### config.mk
export PLATFORM = sky130hd
export DESIGN_NAME = instruction_fetch_unit
export DESIGN_NICKNAME = d
export VERILOG_FILES = /design/src/rtl/cpu_pkg.sv /design/src/rtl/program_counter.sv /design/src/rtl/instruction_fetch_unit.sv
export SDC_FILE = /design/constraint.sdc
export NUM_CORES = 1
export LEC_CHECK = 0
export CAP_MARGIN = 10
export CORE_MARGIN = 2
export CORE_UTILIZATION = 44
export CTS_BUF_LIST = sky130_fd_sc_hd__clkbuf_4 sky130_fd_sc_hd__clkbuf_8
export DETAILED_ROUTE_END_ITERATION = 8
export GPL_TIMING_DRIVEN = 0
export PLACE_DENSITY = 0.83
export SYNTH_ARGS = -nofsm -noshare
export SYNTH_HDL_FRONTEND = slang
export SYNTH_HIERARCHICAL = 1
export SYNTH_SLANG_ARGS = --single-unit
export TNS_END_PERCENT = 50
### constraint.sdc
create_clock -name clk -period 2.6 [get_ports clk]
set_input_delay 0.52 -clock clk [delete_from_list [all_inputs] [get_ports clk]]
set_output_delay 0.52 -clock clk [all_outputs]
set_load 0.05 [all_outputs]
### src/rtl/cpu_pkg.sv
// Shared CPU definitions: fetch FSM states, datapath widths and the opcode map
// used by both the fetch unit and the instruction decoder.
package cpu_pkg;

  localparam int PC_WIDTH    = 12;
  localparam int INSTR_WIDTH = 16;

  typedef enum logic [2:0] {
    IDLE,
    FETCH,
    LOAD,
    EXEC,
    HALTED
  } fetch_state_t;

  localparam logic [3:0] OP_NOP   = 4'h0;
  localparam logic [3:0] OP_LOAD  = 4'h1;
  localparam logic [3:0] OP_STORE = 4'h2;
  localparam logic [3:0] OP_ADD   = 4'h3;
  localparam logic [3:0] OP_SUB   = 4'h4;
  localparam logic [3:0] OP_AND   = 4'h5;
  localparam logic [3:0] OP_OR    = 4'h6;
  localparam logic [3:0] OP_XOR   = 4'h7;
  localparam logic [3:0] OP_NOT   = 4'h8;
  localparam logic [3:0] OP_JMP   = 4'h9;
  localparam logic [3:0] OP_JZ    = 4'hA;
  localparam logic [3:0] OP_JNZ   = 4'hB;
  localparam logic [3:0] OP_SHL   = 4'hC;
  localparam logic [3:0] OP_SHR   = 4'hD;
  localparam logic [3:0] OP_MOV   = 4'hE;
  localparam logic [3:0] OP_HALT  = 4'hF;

  function automatic logic [3:0] opcode_of(input logic [INSTR_WIDTH-1:0] instr);
    return instr[INSTR_WIDTH-1 -: 4];
  endfunction

endpackage

### src/rtl/program_counter.sv
// Program counter register: hold has priority, then load, then increment.
// The increment wraps naturally at 2^PC_WIDTH.
module program_counter #(
  parameter int                    PC_WIDTH   = 12,
  parameter logic [PC_WIDTH-1:0]   RESET_ADDR = '0
) (
  input  logic                clk,
  input  logic                rst_n,
  input  logic                hold_i,
  input  logic                load_i,
  input  logic [PC_WIDTH-1:0] load_addr_i,
  input  logic                inc_i,
  output logic [PC_WIDTH-1:0] pc_o
);

  logic [PC_WIDTH-1:0] pc_q;
  logic [PC_WIDTH-1:0] pc_d;

  always_comb begin
    pc_d = pc_q;
    if (!hold_i) begin
      if (load_i) begin
        pc_d = load_addr_i;
      end else if (inc_i) begin
        pc_d = pc_q + PC_WIDTH'(1);
      end
    end
  end

  always_ff @(posedge clk or negedge rst_n) begin
    if (!rst_n) begin
      pc_q <= RESET_ADDR;
    end else begin
      pc_q <= pc_d;
    end
  end

  assign pc_o = pc_q;

endmodule

### src/rtl/instruction_fetch_unit.sv
// Fetch unit: sequences FETCH/LOAD/EXEC against a 1-cycle synchronous RAM,
// owns the IR and produces the exec_en commit strobe for the datapath.
module instruction_fetch_unit
  import cpu_pkg::*;
#(
  parameter int                       PC_WIDTH    = cpu_pkg::PC_WIDTH,
  parameter int                       INSTR_WIDTH = cpu_pkg::INSTR_WIDTH,
  parameter logic [PC_WIDTH-1:0]      RESET_ADDR  = '0,
  parameter logic [3:0]               HALT_OPCODE = cpu_pkg::OP_HALT
) (
  input  logic                   clk,
  input  logic                   rst_n,
  input  logic                   start,
  output logic [PC_WIDTH-1:0]    iram_addr,
  output logic                   iram_rd_en,
  input  logic [INSTR_WIDTH-1:0] iram_data,
  output logic [INSTR_WIDTH-1:0] instruction,
  input  logic                   program_counter_jmp,
  input  logic [PC_WIDTH-1:0]    jmp_addr,
  input  logic                   program_counter_no_inc,
  output logic                   exec_en,
  output logic [PC_WIDTH-1:0]    pc,
  output logic                   busy,
  output logic                   done
);

  fetch_state_t            state_q, state_d;
  logic [INSTR_WIDTH-1:0]  ir_q, ir_d;
  logic                    pc_hold, pc_load, pc_inc;
  logic [PC_WIDTH-1:0]     pc_load_addr;
  logic [PC_WIDTH-1:0]     pc_value;

  always_ff @(posedge clk or negedge rst_n) begin
    if (!rst_n) begin
      state_q <= IDLE;
      ir_q    <= '0;
    end else begin
      state_q <= state_d;
      ir_q    <= ir_d;
    end
  end

  // A stall outranks halt and jump; a jump held off by a stall is simply
  // re-evaluated from the decoder's live outputs once the stall drops.
  always_comb begin
    state_d      = state_q;
    ir_d         = ir_q;
    pc_hold      = 1'b0;
    pc_load      = 1'b0;
    pc_inc       = 1'b0;
    pc_load_addr = RESET_ADDR;
    unique case (state_q)
      IDLE, HALTED: begin
        if (start) begin
          pc_load = 1'b1;
          state_d = FETCH;
        end
      end
      FETCH: state_d = LOAD;
      LOAD: begin
        ir_d    = iram_data;
        state_d = EXEC;
      end
      EXEC: begin
        if (program_counter_no_inc) begin
          pc_hold = 1'b1;
        end else if (ir_q[INSTR_WIDTH-1 -: 4] == HALT_OPCODE) begin
          state_d = HALTED;
        end else if (program_counter_jmp) begin
          pc_load      = 1'b1;
          pc_load_addr = jmp_addr;
          state_d      = FETCH;
        end else begin
          pc_inc  = 1'b1;
          state_d = FETCH;
        end
      end
      default: state_d = IDLE;
    endcase
  end

  always_comb begin
    iram_rd_en = (state_q == FETCH);
    exec_en    = (state_q == EXEC) && !program_counter_no_inc;
    busy       = (state_q == FETCH) || (state_q == LOAD) || (state_q == EXEC);
    done       = (state_q == HALTED);
  end

  program_counter #(
    .PC_WIDTH  (PC_WIDTH),
    .RESET_ADDR(RESET_ADDR)
  ) u_program_counter (
    .clk        (clk),
    .rst_n      (rst_n),
    .hold_i     (pc_hold),
    .load_i     (pc_load),
    .load_addr_i(pc_load_addr),
    .inc_i      (pc_inc),
    .pc_o       (pc_value)
  );

  assign iram_addr   = pc_value;
  assign pc          = pc_value;
  assign instruction = ir_q;

endmodule

==> metrics.md <==
| Metric | Value |
|---|---|
| DRC violations left | `0` |
| Path type of the worst setup path | `in2reg` |
| CTS tree | `yes` |
| Placed standard-cell area | `0.00259 mm2` |
| Number of H-tree levels | `2` |
| Final setup vio count | `0` |
| Via count of the first global-routing pass | `1647` |
| Fmax | `410 MHz` |
| Unrepaired setup endpoints after global routing | `no` |
| Worst max-slew margin expressed relative to the limit | `53.2%` |
| Multi-input gate area in the final layout | `837 um2` |
| Overall routed net length | `4390 um` |
| Area of all placed cells without fillers | `0.00269 mm2` |
| Initial DRC Count | `76` |
| Root buffer cell | `sky130_fd_sc_hd__clkbuf_8` |
| Summed instance area of the synthesized netlist | `0.00177 mm2` |
| Type of origin of the critical path | `input port` |
| Distinct cell type count of the synthesized netlist | `43` |
| Maximum number of pins on one net before global-route repair | `32` |
| Max-Cap Viols | `0` |
| Number of nets in the synthesized netlist | `204` |
| Power Dens Cells | `1500 mW/mm2` |
| Count of pins on the block boundary | `77` |
| Accumulated negative setup slack | `0 ns` |
| Ratio of cells with drive above 1 in the final layout | `21.3%` |
| Required time worst endpoint | `2.82 ns` |
| Total inserted antenna cells | `0` |
| TritonCTS sink count | `31` |
| CP endpoint kind | `register` |
| Depth of the most critical reg-to-reg path | `8` |
| Later-pin clock latency in the skew report | `0.27 ns` |
| Power after layout | `0.00403 W` |
| Y dimension of the die | `67.5 um` |
| Die Area | `0.00455 mm2` |
| Worst-Margin Slew | `0.701 ns` |
| Per-cell via count in the routed design | `5.30` |
| Effective utilization at floorplan | `44.9%` |
| Post-route antenna net violation count | `0` |
| Number of hold violations in the final report | `0` |
| Arrival @ worst endpoint | `2.66 ns` |
| Fin crit share | `93.8%` |
| P&R area growth vs syn | `52.0%` |
| Avg Inst Size Synth | `10.4 um2` |
| Sequential area share after synthesis | `43.8%` |
| Total iterations of the first detailed-routing run | `4` |
| HPWL after detailed placement | `3260 um` |
| Classification of the worst-slack hold path | `in2async` |
| Worst setup slack after layout | `0.161 ns` |
| Reg area | `776 um2` |
| GRT Total Usage | `20.9%` |
| Standard cell core area | `0.00394 mm2` |
| Clock input transition at the sequential cells of the worst setup and hold paths | `0.07 ns` |
| Peak fanout along the critical path | `7` |
| Number of buffers added for setup after CTS | `0` |
| Final worst clock skew | `0.00373 ns` |
| Start point of the critical path | `program_counter_no_inc` |
| Count of fill cells added during filler insertion | `334` |
| VDD IR-drop max | `886 uV` |
| Gate count after technology mapping | `170` |
| Critical register-to-register path startpoint | `state_q[2]` |
| Synthesis warning total | `6` |
| Total clock buffers created by CTS | `5` |
| Site Rows | `23` |
| Outcome | `finished, final reports clean` |
| Number of buffers on the longest clock path | `2` |
| GPL Wtd Cong | `0.848` |
| Placement Setup Slack | `-0.112 ns` |
| Number of input and output port buffers inserted | `76` |
| Leak | `1.11 nW` |
| Gr ovfl total | `0` |
| Total via count in the routed design | `1611` |
| Number of synthesized register bits | `31` |
| Wire per inst | `14.4 um` |
| Total number of nets in the final design | `287` |
| Wire length of the first global-routing pass | `7180 um` |
| Finished Core Util | `68.3%` |
| Number of antenna violations at the first check in global routing | `0` |
| Shortest period the worst path allows | `2.44 ns` |
| Slew Limit Fails | `0` |
| Floorplan die width | `67.5 um` |
## stage by stage
| stage | hold WS (ns) | std cells |
|---|---|---|
| after floorplan | 0.224 | 170 |
| after global placement | 0.488 | 296 |
| after detailed placement | 0.496 | 296 |
| after CTS | 0.304 | 304 |
| after global routing | 0.352 | 304 |
| final | 0.290 | 304 |
## what timing repair did
item,4_1_cts,5_1_grt
hold buffers,0,0
endpoints found under the hold margin,0,0
gates resized for setup,1,0
setup endpoints to repair,1,0
## layer usage
| metal | vias up | GRT usage [%] | part of all wire (%) |
|---|---|---|---|
| met1 | 766 | 23.2 | 41 |
| met2 | 70 | 36.4 | 49 |
| met5 | - | 0 | 0 |
| li1 | 768 | - | - |
| met3 | 7 | 8.33 | 9.4 |
| met4 | 0 | 7.14 | 0.82 |
## registers in the layout, summed over array words and instances, names as in the netlist
signal                  flops
instruction                16
u_program_counter/pc_o     12
state_q                     3
## final timing paths
kind / endpoint / slack [ns]
hold reg to reg: instruction[6] / 0.51
setup / recovery: u_program_counter/pc_o[7] / 0.16
setup reg to reg: u_program_counter/pc_o[7] / 0.38
min in group clk: instruction[6] / 0.51
max in group asynchronous: instruction[4] / 1.86
hold / removal: u_program_counter/pc_o[5] / 0.29
## cell type report
class | instances | area share [%]
Multi-Input combinational cell | 114 | 31.1
Sequential cell | 31 | 28.8
Timing Repair Buffer | 76 | 28.0
Buffer | 18 | 4.93
Clock buffer | 8 | 3.86
Tap cell | 50 | 2.32
Inverter | 7 | 0.976
## cell families (layout without fill, tap and decap cells)
family                     count (synthesis)  count (layout)  share of synthesized area, %
AOI/OAI and AO/OA                         31              31                          11.3
adders and majority gates                  1               1                         0.706
muxes                                     20              20                          12.4
and+or+nand+nor                           62              62                          22.8
buffers and inverters                     25             109                          8.97
DFF                                       31              31                          43.8
## worst max-delay path: stages
cell and delay (ns):
sky130_fd_sc_hd__clkdlybuf4s50_1 0.44, sky130_fd_sc_hd__and4bb_4 0.37, sky130_fd_sc_hd__and3_4 0.20, sky130_fd_sc_hd__nand2b_1 0.25, sky130_fd_sc_hd__nor2b_1 0.17, sky130_fd_sc_hd__clkbuf_1 0.30, sky130_fd_sc_hd__nor2_1 0.10, sky130_fd_sc_hd__o31ai_1 0.11
sky130_fd_sc_hd__o211a_1 0.20
## where the power goes
group | leakage [nW] | switching, W | internal (W)
Sequential | 0.373 | 0.000248 | 0.000713
Clock | 0.0549 | 0.000171 | 0.000252
Combinational | 0.684 | 0.00163 | 0.00102
Total | 1.11 | 0.00205 | 0.00198
## cells in the final DEF, fill, tap and decap left out, types with 2 or more instances in the layout
cell	n
sky130_fd_sc_hd__clkbuf_1	3
sky130_fd_sc_hd__and3_4	2
sky130_fd_sc_hd__nand2_1	10
sky130_fd_sc_hd__clkdlybuf4s50_1	74
sky130_fd_sc_hd__mux2_2	16
sky130_fd_sc_hd__nor3_1	4
sky130_fd_sc_hd__clkbuf_8	7
sky130_fd_sc_hd__o21ai_0	6
sky130_fd_sc_hd__o22ai_1	7
sky130_fd_sc_hd__o31ai_1	2
sky130_fd_sc_hd__buf_2	2
sky130_fd_sc_hd__and2_1	5
sky130_fd_sc_hd__inv_1	6
sky130_fd_sc_hd__nor4_1	4
sky130_fd_sc_hd__buf_4	12
sky130_fd_sc_hd__mux2i_1	4
sky130_fd_sc_hd__a21oi_1	8
sky130_fd_sc_hd__nand2b_1	2
sky130_fd_sc_hd__nor2_1	11
sky130_fd_sc_hd__and2_4	8
sky130_fd_sc_hd__nand4_1	4
sky130_fd_sc_hd__dfrtp_1	31
sky130_fd_sc_hd__nor3b_1	2
## synthesized netlist by cell type (all sizes together)
cell | n | area [um2]
o22ai | 7 | 43.8
and4b | 1 | 10.0
and3 | 3 | 28.8
a211oi | 1 | 7.51
nand4 | 5 | 46.3
clkinv | 1 | 3.75
nor4 | 4 | 25.0
o2bb2a | 1 | 10.0
nand2b | 2 | 12.5
and4bb | 1 | 16.3
o221ai | 1 | 8.76
mux2 | 16 | 180
clkbuf | 3 | 11.3
nand3 | 1 | 5.00
a21oi | 8 | 40.0
nor2b | 1 | 6.26
o21a | 1 | 7.51
nor3 | 5 | 36.3
o211a | 1 | 10.0
or3 | 1 | 6.26
a32oi | 1 | 8.76
buf | 15 | 121
and4 | 1 | 8.76
nor2 | 11 | 41.3
inv | 6 | 22.5
o21ai | 6 | 30.0
nor3b | 2 | 15.0
o211ai | 1 | 7.51
mux2i | 4 | 40.0
and2 | 13 | 101
a41o | 1 | 11.3
dfrtp | 31 | 776
or4 | 1 | 7.51
ha | 1 | 12.5
nand2 | 10 | 37.5
o31ai | 2 | 15.0
(Power assumes the default switching activity.)
